[src/rtl/run_sequencer_pkg.sv]
// RunSeq_def: shared state encoding and default timing for run_sequencer.
package RunSeq_def;
    typedef enum logic [1:0] {IDLE, RESET, RUN, DONE} RUN_STATE;
    localparam int          RST_CYCLES_DEF = 2;
    localparam logic [15:0] TIMEOUT_DEF    = 16'hFFFF;
endpackage

[src/rtl/run_sequencer.sv]
// run_sequencer: parks the core in reset, arbitrates the data memory port
// between host and core, and counts run cycles until halt or timeout.
module run_sequencer
    import RunSeq_def::*;
#(
    parameter int               ADDR_W     = 8,
    parameter int               DATA_W     = 8,
    parameter int               CNT_W      = 16,
    parameter int               RST_CYCLES = RST_CYCLES_DEF,
    parameter logic [CNT_W-1:0] TIMEOUT    = CNT_W'(TIMEOUT_DEF)
) (
    input  logic              clk,
    input  logic              reset,
    input  logic              host_go,
    input  logic              host_req,
    input  logic              host_we,
    input  logic [ADDR_W-1:0] host_addr,
    input  logic [DATA_W-1:0] host_wdata,
    output logic [DATA_W-1:0] host_rdata,
    output logic              host_ack,
    output logic              core_start,
    input  logic              core_halt,
    input  logic [ADDR_W-1:0] core_mem_addr,
    input  logic              core_mem_read,
    input  logic              core_mem_write,
    input  logic [DATA_W-1:0] core_mem_wdata,
    output logic [DATA_W-1:0] core_mem_rdata,
    output logic [ADDR_W-1:0] mem_addr,
    output logic              mem_read,
    output logic              mem_write,
    output logic [DATA_W-1:0] mem_wdata,
    input  logic [DATA_W-1:0] mem_rdata,
    output logic              busy,
    output logic              done,
    output logic              timeout,
    output logic [CNT_W-1:0]  cycle_count
);
    localparam int RC_W = $clog2(RST_CYCLES + 1);
    localparam logic [RC_W-1:0] RC_LAST = RC_W'(RST_CYCLES - 1);

    RUN_STATE          state_q, state_d;
    logic [RC_W-1:0]   rst_cnt_q, rst_cnt_d;
    logic [CNT_W-1:0]  cycle_count_q, cycle_count_d;
    logic              timeout_q, timeout_d;
    logic              host_ack_q;
    logic [DATA_W-1:0] host_rdata_q;
    logic              core_start_q, busy_q, done_q;
    logic              host_own, host_exec, go;

    assign host_own  = (state_q == IDLE) || (state_q == DONE);
    assign go        = host_own && host_go;
    // a pending go takes the port, so the request waits for the next DONE
    assign host_exec = host_req && !host_ack_q && host_own && !host_go;

    always_comb begin
        state_d       = state_q;
        rst_cnt_d     = rst_cnt_q;
        cycle_count_d = cycle_count_q;
        timeout_d     = timeout_q;
        if (go) begin
            state_d       = RESET;
            rst_cnt_d     = '0;
            cycle_count_d = '0;
            timeout_d     = 1'b0;
        end else if (state_q == RESET) begin
            rst_cnt_d = rst_cnt_q + 1'b1;
            if (rst_cnt_q == RC_LAST) state_d = RUN;
        end else if (state_q == RUN) begin
            if (core_halt) begin
                state_d = DONE;
            end else if (cycle_count_q == TIMEOUT) begin
                state_d   = DONE;
                timeout_d = 1'b1;
            end else begin
                cycle_count_d = cycle_count_q + 1'b1;
            end
        end
    end

    always_ff @(posedge clk) begin
        if (reset) begin
            state_q       <= IDLE;
            rst_cnt_q     <= '0;
            cycle_count_q <= '0;
            timeout_q     <= 1'b0;
            host_ack_q    <= 1'b0;
            host_rdata_q  <= '0;
            core_start_q  <= 1'b1;
            busy_q        <= 1'b0;
            done_q        <= 1'b0;
        end else begin
            state_q       <= state_d;
            rst_cnt_q     <= rst_cnt_d;
            cycle_count_q <= cycle_count_d;
            timeout_q     <= timeout_d;
            host_ack_q    <= host_exec;
            host_rdata_q  <= (host_exec && !host_we) ? mem_rdata : host_rdata_q;
            core_start_q  <= state_d != RUN;
            busy_q        <= (state_d == RESET) || (state_d == RUN);
            done_q        <= state_d == DONE;
        end
    end

    assign mem_addr       = host_own ? host_addr : core_mem_addr;
    assign mem_read       = host_own ? host_exec && !host_we : core_mem_read;
    assign mem_write      = host_own ? host_exec && host_we : core_mem_write;
    assign mem_wdata      = host_own ? host_wdata : core_mem_wdata;
    assign core_mem_rdata = host_own ? '0 : mem_rdata;

    assign host_ack    = host_ack_q;
    assign host_rdata  = host_rdata_q;
    assign core_start  = core_start_q;
    assign busy        = busy_q;
    assign done        = done_q;
    assign timeout     = timeout_q;
    assign cycle_count = cycle_count_q;
endmodule
[config.mk]
export PLATFORM = sky130hd
export DESIGN_NAME = run_sequencer
export DESIGN_NICKNAME = d
export VERILOG_FILES = /design/src/rtl/run_sequencer_pkg.sv /design/src/rtl/run_sequencer.sv
export SDC_FILE = /design/constraint.sdc
export NUM_CORES = 1
export LEC_CHECK = 0
export CORE_MARGIN = 2
export CORE_UTILIZATION = 38
export CTS_CLUSTER_DIAMETER = 200
export DETAILED_ROUTE_END_ITERATION = 10
export GPL_ROUTABILITY_DRIVEN = 1
export GPL_TIMING_DRIVEN = 1
export PLACE_DENSITY = 0.92
export SYNTH_ARGS = -nofsm -noshare
export SYNTH_HDL_FRONTEND = slang
export SYNTH_SLANG_ARGS = --single-unit
[constraint.sdc]
create_clock -name clk -period 2.4 [get_ports clk]
set_input_delay 0.48 -clock clk [delete_from_list [all_inputs] [get_ports clk]]
set_output_delay 0.48 -clock clk [all_outputs]
set_load 0.05 [all_outputs]
==> results.md <==
- Post-synthesis cell type count: 44
- Worst relative slew slack: 64.5%
- Nets: 359
- Total inserted antenna cells: 0
- Vias post-DR: 1953
- Clk_lat worst skew: 0.29 ns
- First-pass iteration count of the detailed router: 4
- Clock Sinks: 33
- CP Class: flip-flop to primary output
- Routed len/inst: 13.9 um
- Overflow left after global routing: 0
- Mapped Nets: 252
- Hpwl dp: 3960 um
- Tcrit/Tclk final: 94.3%
- Flops & latches, synth: 33
- Crit. End Element: primary output
- FF+latch area: 662 um^2
- GRT Util Overall: 18.9%
- CTS tree: yes
- Num ports: 103
- Via density per instance: 5.40
- Die X: 73.3 um
- Critical Path AT: 1.78 ns
- Die area: 5370 um^2
- Num CTS Buffers: 5
- Post-route antenna net violation count: 0
- Largest net degree at the start of global routing: 31
- Starting density of the core: 39.1%
- Gpl congestion: 0.782
- Pwr Total: 1.63 mW
- Max incr delay on CP: 0.38 ns
- Cell Rows: 25
- Number of synthesized flops with an enable pin: 0
- Critical path's slowest cell: mux2_2
- Placed inst area: 2890 um^2
- R2R setup slack: 0.45 ns
- Ys Warns: 0
- RSZ-0062 raised after global routing: false
- F_max: 0.442 GHz
- H-tree levels: 2
- Maximum Capacitance Violations: 0
- Die Y: 73.3 um
- Initial antenna violation count: 0
- Final Hold Fails: 0
- Reg clk slew, reported paths: 0.07 ns
- Worst setup SP type: flip-flop
- Total Routed Length: 5020 um
- Ys flop type: dfxtp_1
- Fraction of registers with async set or reset after synthesis: 0%
- Setup Viol. Count Final: 0
- Cell count after synthesis: 200
- Syn Area/Cell: 9.11 um^2
- Cell Chain, Critical Path: inv_1, ha_1, buf_12, mux2_2, buf_4
- # port buffers: 102
- Fillers: 369
- Fin Clk Skew: 0.00706 ns
- PwrDens: 542 nW/um^2
- Status: completed
- Hold Path Class: flip-flop to flip-flop
- Leak Pwr: 1.12 nW
- Design area: 3010 um^2
- Area delta synth->final: 65.1%
- Crit-path max FO: 30
- Worst vdd ir: 362 uV
- Hold-fix buffers, CTS: 0
- Min cycle time layout: 2.26 ns
- DRC: 0
- Root buffer cell: clkbuf_8
- Final Max Slew Viols: 0
- CTS max path bufs: 2
- 1st-iter DRT viols: 80
- Post-Syn Area: 1820 um^2
- Post-synthesis sequential area ratio: 36.2%
- Vias in the first global route: 1794
- Critical path data required time: 1.92 ns
- First-pass GRT wire length: 7910 um
- Multi-input gate area: 1100 um^2
- Worst-Margin Slew: 0.531 ns
- Share of layout cells above drive strength 1: 22.1%
- Area of the core: 4660 um^2
## worst max-delay path: cells and delay by family (launching register included)
kind	cells	cell delay (ns)
multiplexers	1	0.38
adder cells (fa/ha/maj)	1	0.31
flip-flops	1	0.36
buffers and inverters	3	0.44
## synth_stat cells (3+ instances only)
cell | n | share of area (%)
ha_1 | 4 | 2.7
mux2_2 | 16 | 9.9
or3_1 | 7 | 2.4
mux2i_1 | 8 | 4.4
nand4_1 | 3 | 1.0
dfxtp_1 | 33 | 36
o21ai_0 | 9 | 2.5
o31ai_1 | 6 | 2.5
and4_1 | 3 | 1.4
clkbuf_1 | 5 | 1.0
nand2_1 | 7 | 1.4
nor2_1 | 17 | 3.5
nand3_1 | 9 | 2.5
nor2b_1 | 8 | 2.7
or4_1 | 6 | 2.5
a21oi_1 | 22 | 6.0
inv_1 | 6 | 1.2
## registers in the layout, summed over array words and instances, names as in the netlist
name,count
busy,1
core_start,1
cycle_count,16
done,1
host_ack,1
host_rdata,8
rst_cnt_q,2
state_q,2
timeout,1
## where the power goes
group	leakage, nW	internal (mW)	switching [mW]	total [mW]
sequential	0.267	0.561	0.00802	0.569
combinational	0.799	0.220	0.303	0.523
clock	0.0585	0.338	0.203	0.541
## cell type report
cell class                      count  area share, %
Inverter                            6          0.748
Clock buffer                        7           2.87
Multi-Input combinational cell    153           36.7
Tap cell                           54           2.24
Sequential cell                    33           22.0
Timing Repair Buffer              108           34.5
Clock inverter                      1          0.998
## layout by cell type (no fill, tap or decap), drive strengths merged, types with 8 or more instances in the layout
cell	n
a21oi	22
o21ai	10
nor2	18
dfxtp	33
clkdlybuf4s50	76
mux2i	8
nand3	10
mux2	16
buf	32
nor2b	9
## path summary, 6_finish.rpt
check                        start  cells past startpoint                           end
max reg2reg  state_q[1]$_SDFF_PP0_                      6  cycle_count[15]$_SDFFE_PP0P_
max          state_q[0]$_SDFF_PP0_                      5                  mem_wdata[0]
min reg2reg   timeout$_SDFFE_PP0P_                      2          timeout$_SDFFE_PP0P_
min           timeout$_SDFFE_PP0P_                      2          timeout$_SDFFE_PP0P_
## stage by stage
| step | hold slack [ns] | instances | setup WS (ns) | setup TNS [ns] | util, % |
|---|---|---|---|---|---|
| floorplan | 0.471 | 200 | -0.0219 | -0.0219 | - |
| global placement | 0.467 | 354 | 0.270 | 0 | 62.1 |
| detailed placement | 0.475 | 354 | 0.234 | 0 | 62.1 |
| CTS | 0.491 | 362 | 0.0635 | 0 | 64.6 |
| global route | 0.498 | 362 | 0.0590 | 0 | 64.6 |
| finish | 0.478 | 362 | 0.137 | 0 | 64.6 |
## metal layers
metal / up-vias / global-route usage (%) / share of wire, %
li1: 959 / - / -
met1: 908 / 21.5 / 39
met2: 80 / 32.6 / 52
met3: 6 / 7.13 / 8.2
met4: 0 / 5.97 / 1.1
met5: - / 0 / 0
## cells by family after synthesis
kind of cell	after synthesis	synth area share (%)
fa+ha+maj	4	2.75
compound gates	46	15.0
xor+xnor	3	1.44
simple gates	76	26.8
mux	24	14.3
flops	33	36.2
buf+inv	14	3.57
## repair_timing
item	4_1_cts	5_1_grt
hold endpoints to repair	0	0
buffers inserted	0	0
setup endpoints to repair	0	2
resized for setup	0	1
(Power assumes the default switching activity.)
